$ cat config.mk
export PLATFORM = sky130hd
export DESIGN_NAME = vga_timing_gen
export DESIGN_NICKNAME = d
export VERILOG_FILES = /design/src/rtl/vga_timing_gen.sv
export SDC_FILE = /design/constraint.sdc
export NUM_CORES = 1
export LEC_CHECK = 0
export CAP_MARGIN = 0
export CORE_MARGIN = 1
export CORE_UTILIZATION = 25
export DETAILED_ROUTE_END_ITERATION = 10
export GPL_TIMING_DRIVEN = 0
export HOLD_SLACK_MARGIN = 0.12
export SLEW_MARGIN = 25
export SYNTH_ARGS = -nofsm -noshare
export SYNTH_HDL_FRONTEND = slang
export SYNTH_SLANG_ARGS = --single-unit
$ cat constraint.sdc
create_clock -name clk -period 5.8 [get_ports clk]
set_clock_uncertainty 0.15 [all_clocks]
set_input_delay 0.58 -clock clk [delete_from_list [all_inputs] [get_ports clk]]
set_output_delay 0.58 -clock clk [all_outputs]
set_load 0.02 [all_outputs]
$ cat src/rtl/vga_timing_gen.sv
// rtl/vga_timing_gen.sv - VGA horizontal/vertical timing generator gated by a pixel-clock enable.
// Define VGA_TIMING_FRAME_CNT_EN to build the 16-bit completed-frame counter; otherwise frame_cnt reads 0.
module vga_timing_gen #(
  parameter int unsigned H_ACTIVE = 640,
  parameter int unsigned H_FP     = 16,
  parameter int unsigned H_SYNC   = 96,
  parameter int unsigned H_BP     = 48,
  parameter int unsigned V_ACTIVE = 480,
  parameter int unsigned V_FP     = 10,
  parameter int unsigned V_SYNC   = 2,
  parameter int unsigned V_BP     = 33,
  parameter logic        HS_POL   = 1'b0,
  parameter logic        VS_POL   = 1'b0,
  parameter int unsigned CW       = 10
) (
  input  logic          clk,
  input  logic          reset_n,
  input  logic          pix_en,
  input  logic          soft_clr,
  output logic [CW-1:0] pixel_x,
  output logic [CW-1:0] pixel_y,
  output logic          done_x,
  output logic          done_y,
  output logic          frame_end,
  output logic          hsync,
  output logic          vsync,
  output logic          video_on,
  output logic [15:0]   frame_cnt
);

  localparam int unsigned H_TOTAL = H_ACTIVE + H_FP + H_SYNC + H_BP;
  localparam int unsigned V_TOTAL = V_ACTIVE + V_FP + V_SYNC + V_BP;

  localparam logic [CW-1:0] H_LAST   = CW'(H_TOTAL - 1);
  localparam logic [CW-1:0] V_LAST   = CW'(V_TOTAL - 1);
  localparam logic [CW-1:0] H_VIS    = CW'(H_ACTIVE);
  localparam logic [CW-1:0] V_VIS    = CW'(V_ACTIVE);
  localparam logic [CW-1:0] HS_FIRST = CW'(H_ACTIVE + H_FP);
  localparam logic [CW-1:0] HS_LAST  = CW'(H_ACTIVE + H_FP + H_SYNC - 1);
  localparam logic [CW-1:0] VS_FIRST = CW'(V_ACTIVE + V_FP);
  localparam logic [CW-1:0] VS_LAST  = CW'(V_ACTIVE + V_FP + V_SYNC - 1);

  if ((64'd1 << CW) < 64'(H_TOTAL) || (64'd1 << CW) < 64'(V_TOTAL)) begin : g_bad_width
    $error("vga_timing_gen: CW too narrow for H_TOTAL/V_TOTAL");
  end
  if (H_ACTIVE == 0 || H_FP == 0 || H_SYNC == 0 || H_BP == 0 ||
      V_ACTIVE == 0 || V_FP == 0 || V_SYNC == 0 || V_BP == 0) begin : g_bad_timing
    $error("vga_timing_gen: timing parameters must be non-zero");
  end

  logic [CW-1:0] x_q, x_d;
  logic [CW-1:0] y_q, y_d;
  logic          hsync_q, hsync_d;
  logic          vsync_q, vsync_d;
  logic          video_on_q, video_on_d;

  assign done_x    = (x_q == H_LAST);
  assign done_y    = (y_q == V_LAST);
  assign frame_end = done_x & done_y & pix_en;

  always_comb begin
    x_d = x_q;
    y_d = y_q;
    if (soft_clr) begin
      x_d = '0;
      y_d = '0;
    end else if (pix_en) begin
      if (done_x) begin
        x_d = '0;
        y_d = done_y ? '0 : y_q + 1'b1;
      end else begin
        x_d = x_q + 1'b1;
      end
    end
  end

  // Decoding the next-state counters keeps the registered syncs aligned with pixel_x/pixel_y.
  always_comb begin
    hsync_d    = ((x_d >= HS_FIRST) && (x_d <= HS_LAST)) ? HS_POL : ~HS_POL;
    vsync_d    = ((y_d >= VS_FIRST) && (y_d <= VS_LAST)) ? VS_POL : ~VS_POL;
    video_on_d = (x_d < H_VIS) && (y_d < V_VIS);
  end

  always_ff @(posedge clk or negedge reset_n) begin
    if (!reset_n) begin
      x_q        <= '0;
      y_q        <= '0;
      hsync_q    <= ~HS_POL;
      vsync_q    <= ~VS_POL;
      video_on_q <= 1'b1;
    end else begin
      x_q        <= x_d;
      y_q        <= y_d;
      hsync_q    <= hsync_d;
      vsync_q    <= vsync_d;
      video_on_q <= video_on_d;
    end
  end

  assign pixel_x  = x_q;
  assign pixel_y  = y_q;
  assign hsync    = hsync_q;
  assign vsync    = vsync_q;
  assign video_on = video_on_q;

`ifdef VGA_TIMING_FRAME_CNT_EN
  logic [15:0] frame_cnt_q, frame_cnt_d;

  // A soft clear on the final pixel abandons the frame, so it is not counted.
  always_comb begin
    frame_cnt_d = frame_cnt_q;
    if (frame_end && !soft_clr) begin
      frame_cnt_d = frame_cnt_q + 16'd1;
    end
  end

  always_ff @(posedge clk or negedge reset_n) begin
    if (!reset_n) begin
      frame_cnt_q <= 16'd0;
    end else begin
      frame_cnt_q <= frame_cnt_d;
    end
  end

  assign frame_cnt = frame_cnt_q;
`else
  assign frame_cnt = 16'h0000;
`endif

endmodule
==> parameters.txt, run 1 <==
Parameter                              Value

Status
  Status    finished clean

Yosys
  Area share of and/or/nand/nor cells after synthesis    26.2%
  EDFF count, synth    0
  Post-Synthesis Cell Area    1480 µm²
  Sequential fraction of the synthesis area    39.1%
  Async set-reset flop share out of synthesis    100%
  Share of the synthesized netlist area taken by xor and xnor gates    under 10%
  Number of instances in the synthesized netlist    between 150 and 200
  Adder-cell share of the synthesized area    2.53%
  Yosys warning total    0
  Count of different cell masters after synthesis    44
  Most instantiated flip-flop cell in the synthesis netlist    sky130_fd_sc_hd__dfrtp_1
  Mux cell area share after synthesis    less than 1%
  Main combinational cell family by area after synthesis    simple AND/OR/NAND/NOR gates
  FF+latch count, synth    23
  Synthesized area divided by synthesized cell count    about 9.5 µm²
  Fraction of the mapped netlist area in compound gates    9.87%

Critical path
  Biggest fanout along the worst timing path    7
  Nature of the critical path startpoint    input pin
  Slowest library cell on the worst path    sky130_fd_sc_hd__clkdlybuf4s50_1
  Critical path startpoint    pix_en
  Data arrival time at the worst-slack endpoint    2.54 ns
  Worst r2r src    pixel_y[0]
  Required time of the worst setup path    ~5 ns
  Max stage delay on crit path    approximately 0.6 ns
  Worst path cell trace    clkdlybuf4s50_1 > and2_0 > and4_1 > buf_4 > and2_1 > clkdlybuf4s50_1
  Critical path's most frequent cell    sky130_fd_sc_hd__clkdlybuf4s50_1
  Worst Setup Path Type    in -> out
  Crit end category    output port

Global route
  Number of global-route vias before repair    1138
  Wire length of the first global-routing pass    5.77 mm
  Total track usage    11.9%
  Initial antenna violation count    0
  Largest net degree at the start of global routing    24
  Overflow left after global routing    0

STA
  Fmax    0.305 GHz
  Final critical delay including setup and external delays    3.27 ns
  Period utilization    between 50% and 60%
  Total setup violations reported at the end of the flow    0
  Final hold viol count    0
  Worst slew margin relative to its limit    approximately 65%
  Smallest hold slack    0.128 ns
  RSZ-0062 raised after global routing    false
  Setup_tns    0 ns
  Final Max Tran Viols    0
  Slew at the pin with the worst max-slew slack    around 0.52 ns

Power and ir drop
  Leakage power of the design    0.855 nW
  Power share of the combinational group    11.4%
  Power share of the clock group    34.2%
  Sw power    0.0000762 W
  Relative contribution of sequential cells to total power    54.4%
  Internal power component    between 0.0002 and 0.00025 W
  Switching Share    between 20% and 30%
  Power density of the placed cells    roughly 150 nW/µm²
  Maximum VDD drop    roughly 0.000088 V

Clock tree
  Maximum level of the CTS H-tree    1
  Clock Sink Count    23
  Buffer levels on the longest clock path    2
  CTS Buf Count    3
  Clock tree from TritonCTS    built
  Post_cts resized    0
  Clock root buffer    sky130_fd_sc_hd__clkbuf_8
  Number of buffers inserted by post-CTS setup repair    0
  Insertion delay of the later-clocked pin in the worst-skew pair    0.27 ns
  Clock slew at reported path FFs    about 0.080 ns
  Hold buffers post-CTS    0

Place
  Buffers added on ports    28
  Routability congestion estimate    0.775
  Post-DP HPWL    2.46 mm

Die
  Initial core utilization    between 20% and 30%
  Floorplan die width    79.0 µm
  Row count    27
  Placeable Area    5610 µm²
  Die ar.    about 6200 µm²
  # IOs    46
  Height of the chip    79.0 µm

Final layout
  Final net count    211
  Fill cell total of the finished layout    604
  Multi-input logic area    around 770 µm²
  Antenna cells    0
  Storage element area    579 µm²
  Synthesis-to-layout area growth    31.5%
  Fraction of final layout cells with drive strength greater than 1    ~18%

Routing
  Final wirelength    approximately 3.4 mm
  Number of vias after detailed routing    1233
  Routed WL per cell    12.3 µm
  Drt initial violations    65
  Antenna viol nets, final    0
  Vias/cell    around 4.5
  Number of detailed-route iterations in the first pass    4
  Post-route DRC    0

Worst hold path
  Worst hold path type    in -> async

Run
  Max-capacitance violation count    0
## metal layers
layer,global-route usage [%],vias up,wire length (µm)
li1,-,603,-
met1,16.2,585,1640
met2,18.2,43,1500
met3,3.79,2,217
met4,2.73,0,24
met5,0,-,0
## cells in the mapped netlist, types with 2 or more instances
master,number,area share [%]
sky130_fd_sc_hd__dfrtp_1,20,34
sky130_fd_sc_hd__buf_4,18,9.1
sky130_fd_sc_hd__nor2_1,18,4.6
sky130_fd_sc_hd__nand2_1,11,2.8
sky130_fd_sc_hd__xor2_1,8,4.7
sky130_fd_sc_hd__inv_1,6,1.5
sky130_fd_sc_hd__xnor2_1,6,3.5
sky130_fd_sc_hd__a21oi_1,5,1.7
sky130_fd_sc_hd__nand3_1,5,1.7
sky130_fd_sc_hd__nand4_1,5,2.1
sky130_fd_sc_hd__nor3_1,4,1.4
sky130_fd_sc_hd__o21ai_0,4,1.4
sky130_fd_sc_hd__and2_1,3,1.3
sky130_fd_sc_hd__and3_1,3,1.3
sky130_fd_sc_hd__dfstp_2,3,5.3
sky130_fd_sc_hd__ha_1,3,2.5
sky130_fd_sc_hd__a211oi_1,2,1.0
sky130_fd_sc_hd__a21o_1,2,1.0
sky130_fd_sc_hd__and4_1,2,1.2
sky130_fd_sc_hd__buf_6,2,1.5
sky130_fd_sc_hd__nand4b_1,2,1.2
sky130_fd_sc_hd__or3_1,2,0.84
## area by class of cell
class / count / area share (%)
Buffer: 22 / 8.79
Clock buffer: 4 / 2.31
Timing Repair Buffer: 28 / 14.1
Inverter: 6 / 1.16
Multi-Input combinational cell: 120 / 39.3
Tap cell: 72 / 4.62
Sequential cell: 23 / 29.7
## worst paths after layout
check,slack (ns),endpoint,depth (start not counted)
min in group clk,0.45,pixel_x[1],2
max in group asynchronous,5.01,hsync,1
max,2.53,frame_end,6
max reg2reg,3.23,video_on,8
min reg2reg,0.45,pixel_x[1],2
min,0.13,pixel_y[2],1
## cell usage in the layout, fill, tap and decap left out, types with 2 or more instances in the layout
| cell | count |
|---|---|
| sky130_fd_sc_hd__conb_1 | 16 |
| sky130_fd_sc_hd__xnor2_1 | 6 |
| sky130_fd_sc_hd__clkbuf_1 | 2 |
| sky130_fd_sc_hd__xor2_1 | 8 |
| sky130_fd_sc_hd__and2_1 | 3 |
| sky130_fd_sc_hd__nor3_1 | 4 |
| sky130_fd_sc_hd__ha_1 | 3 |
| sky130_fd_sc_hd__nand3_1 | 5 |
| sky130_fd_sc_hd__or3_1 | 2 |
| sky130_fd_sc_hd__o21ai_0 | 4 |
| sky130_fd_sc_hd__nor2_1 | 18 |
| sky130_fd_sc_hd__buf_4 | 18 |
| sky130_fd_sc_hd__nand4_1 | 5 |
| sky130_fd_sc_hd__inv_1 | 6 |
| sky130_fd_sc_hd__nand4b_1 | 2 |
| sky130_fd_sc_hd__dfrtp_1 | 20 |
| sky130_fd_sc_hd__dfstp_2 | 3 |
| sky130_fd_sc_hd__a21oi_1 | 5 |
| sky130_fd_sc_hd__clkdlybuf4s50_1 | 27 |
| sky130_fd_sc_hd__a21o_1 | 2 |
| sky130_fd_sc_hd__clkbuf_8 | 3 |
| sky130_fd_sc_hd__buf_6 | 2 |
| sky130_fd_sc_hd__and3_1 | 3 |
| sky130_fd_sc_hd__and4_1 | 2 |
| sky130_fd_sc_hd__a211oi_1 | 2 |
| sky130_fd_sc_hd__nand2_1 | 11 |
## cell families (layout without fill, tap and decap cells)
kind of cell / after synthesis / after routing
and+or+nand+nor: 65 / 65
buffers and inverters: 28 / 60
DFF: 23 / 23
AOI/OAI and AO/OA: 21 / 21
xor gates and xnor gates: 14 / 14
adders and majority gates: 3 / 3
other: 1 / 16
muxes: 1 / 1
## metrics by stage
step	power, W	worst slack, ns	instances	util (%)	cell area, µm²
after detailed placement	0.000201	2.50	271	34.0	1900
after global placement	0.000201	2.52	271	34.0	1910
after floorplan	0.000191	3.27	171	-	1540
after global routing	0.000313	2.39	275	34.8	1950
final	0.000300	2.53	275	34.8	1950
after CTS	0.000304	2.50	275	34.8	1950
## critical path, delay by kind of cell
family        cells  cell delay [ns]
simple gates      3             0.63
buf+inv           3             1.32
## power groups by stage
stage | clock [W] | combinational (W) | sequential [W]
after floorplan | 0 | 0.0000232 | 0.000168
after global placement | 0 | 0.0000343 | 0.000167
after detailed placement | 0 | 0.0000343 | 0.000167
after CTS | 0.000106 | 0.0000344 | 0.000164
after global routing | 0.000112 | 0.0000373 | 0.000164
final | 0.000103 | 0.0000341 | 0.000163
## state kept, by name, summed over array words and instances (netlist names)
| signal | cells |
|---|---|
| video_on | 1 |
| vsync | 1 |
| hsync | 1 |
| pixel_y | 10 |
| pixel_x | 10 |
Note: power is estimated with default switching activity, not from simulation.
==> inputs of run 2 (changes only) <==
Clock period 5.8 ns to 3.1 ns, I/O delays scaled along.
==> parameters.txt, run 2 (synthesized netlist as in run 1, its figures left out) <==
Parameter                              Value

Final layout
  Storage element area    579 µm² (unchanged)
  Final net count    212 (+0.47%)
  Fill cell total of the finished layout    603 (-0.17%)
  Multi-input logic area    766 µm² (unchanged)
  Most common cell after layout, fill and taps aside    sky130_fd_sc_hd__clkdlybuf4s50_1
  Fraction of final layout cells with drive strength greater than 1    18.1% (-0.089 points)
  Number of non-filler instances in the completed layout    276 (+0.36%)
  Most used cells in the layout excluding fill and tap cells    sky130_fd_sc_hd__clkdlybuf4s50_1, sky130_fd_sc_hd__dfrtp_1, sky130_fd_sc_hd__buf_4, sky130_fd_sc_hd__nor2_1, sky130_fd_sc_hd__conb_1
  Antenna cells    0 (unchanged)
  Synthesis-to-layout area growth    32.2%

Global route
  Overflow left after global routing    0 (unchanged)
  Number of global-route vias before repair    1138 (unchanged)
  Total track usage    11.9% (unchanged)
  Largest net degree at the start of global routing    24 (unchanged)
  Initial antenna violation count    0 (unchanged)
  Wire length of the first global-routing pass    5.77 mm (unchanged)

STA
  Setup_tns    0 ns (unchanged)
  Final hold viol count    0 (unchanged)
  RSZ-0062 raised after global routing    false
  Period utilization    between 90% and 100%
  Final Max Tran Viols    0 (unchanged)
  Total setup violations reported at the end of the flow    0 (unchanged)
  Slew at the pin with the worst max-slew slack    0.527 ns (+0.00249 ns)
  Fmax    0.336 GHz
  Worst slew margin relative to its limit    64.9% (-0.17 points)
  Final critical delay including setup and external delays    about 3.0 ns

Die
  Height of the chip    79.0 µm (unchanged)
  Placeable Area    5610 µm² (unchanged)
  # IOs    46 (unchanged)
  Row count    27 (unchanged)
  Floorplan die width    79.0 µm (unchanged)
  Initial core utilization    26.4% (unchanged)
  Die ar.    6240 µm² (unchanged)

Place
  Number of placed cells counting well taps    271 (unchanged)
  Buffers added on ports    28 (unchanged)
  Post-DP HPWL    2.46 mm (unchanged)
  Routability congestion estimate    0.775 (unchanged)

Clock tree
  Post_cts resized    0 (unchanged)
  Clock Sink Count    23 (unchanged)
  Insertion delay of the later-clocked pin in the worst-skew pair    0.27 ns (about the same)
  Clock slew at reported path FFs    0.08 ns (about the same)
  Clock root buffer    sky130_fd_sc_hd__clkbuf_8
  Buffer levels on the longest clock path    2 (unchanged)
  Maximum level of the CTS H-tree    1 (unchanged)
  Clock tree from TritonCTS    built
  CTS Buf Count    3 (unchanged)

Worst hold path
  Worst hold path type    in -> reg

Routing
  Post-route DRC    0 (unchanged)
  Drt initial violations    64 (-1.5%)
  Number of detailed-route iterations in the first pass    4 (unchanged)
  Final wirelength    3.39 mm (+0.27%)
  Antenna viol nets, final    0 (unchanged)
  Vias/cell    4.48 (-0.12%)
  Number of vias after detailed routing    1236 (+0.24%)
  Routed WL per cell    12.3 µm (about the same)

Critical path
  Biggest fanout along the worst timing path    8 (+1)
  Required time of the worst setup path    2.64 ns (-2.43 ns)
  Crit end category    output port
  Slack of the worst reg-to-reg path    0.53 ns (-2.70 ns)
  Nature of the critical path startpoint    flip-flop
  Data arrival time at the worst-slack endpoint    2.51 ns (-0.03 ns)
  Worst Setup Path Type    reg -> out

Power and ir drop
  Maximum VDD drop    0.000165 V (+87%)
  Leakage power of the design    0.859 nW (+0.49%)
  Power density of the placed cells    287 nW/µm² (+86%)

Run
  Max-capacitance violation count    0 (unchanged)

Status
  Status    finished clean
## run 2: cell types whose count changed in the layout (fill, tap and decap cells not counted)
cell | before | now
sky130_fd_sc_hd__dlygate4sd3_1 | 0 | 1
## run 2: layout make-up
| class | instances | area share [%] |
|---|---|---|
| Buffer | 22 | 8.75 |
| Clock buffer | 4 | 2.30 |
| Inverter | 6 | 1.15 |
| Multi-Input combinational cell | 120 | 39.1 |
| Sequential cell | 23 | 29.6 |
| Tap cell | 72 | 4.60 |
| Timing Repair Buffer | 29 | 14.6 |
## run 2: timing repair
action / 4_1_cts / 5_1_grt
hold buffers: 1 / 0
endpoints found under the hold margin: 20 / 0
setup buffers: 0 / 0
## run 2: power breakdown
part | internal (W) | total (W) | leakage, nW | switching (W)
Combinational | 0.0000256 | 0.0000648 | 0.527 | 0.0000392
Sequential | 0.000302 | 0.000306 | 0.310 | 0.00000330
Clock | 0.0000919 | 0.000192 | 0.0228 | 0.000100
Total | 0.000420 | 0.000563 | 0.859 | 0.000143
## run 2: critical path, cell delays in order (launching register included)
cell and delay, ns:
sky130_fd_sc_hd__dfrtp_1 0.47, sky130_fd_sc_hd__inv_1 0.09, sky130_fd_sc_hd__ha_1 0.15, sky130_fd_sc_hd__or3b_4 0.38
sky130_fd_sc_hd__nor4_4 0.36, sky130_fd_sc_hd__and2_1 0.19, sky130_fd_sc_hd__clkdlybuf4s50_1 0.60
## run 2: routing by layer
metal  share of wire [%]  global-route usage [%]  wire (µm)
met2                  44                    18.2       1500
met3                 5.8                    3.79        197
met4                0.71                    2.73         24
met5                   0                       0          0
met1                  49                    16.2       1680
## run 2: worst paths after layout
kind,depth (start not counted),end,from
worst min register to register,2,pixel_x[1],pixel_x[1]
worst max-delay path,6,frame_end,pixel_y[0]
worst max register to register,8,video_on,pixel_y[0]
max in group asynchronous,2,hsync,reset_n
min in group asynchronous,2,pixel_y[2],reset_n
worst min-delay path,2,pixel_x[1],soft_clr
## run 2: through the flow
step / hold WS, ns / setup slack (ns) / util [%] / power (W) / instance area [µm²]
final: 0.378 / 0.127 / 34.9 / 0.000563 / 1960
after CTS: 0.379 / 0.108 / 34.9 / 0.000569 / 1960
after global placement: 0.426 / 0.357 / 34.0 / 0.000376 / 1910
after global routing: 0.407 / 0.0500 / 34.9 / 0.000587 / 1960
after detailed placement: 0.178 / 0.342 / 34.0 / 0.000376 / 1900
after floorplan: -0.136 / 0.668 / - / 0.000358 / 1540
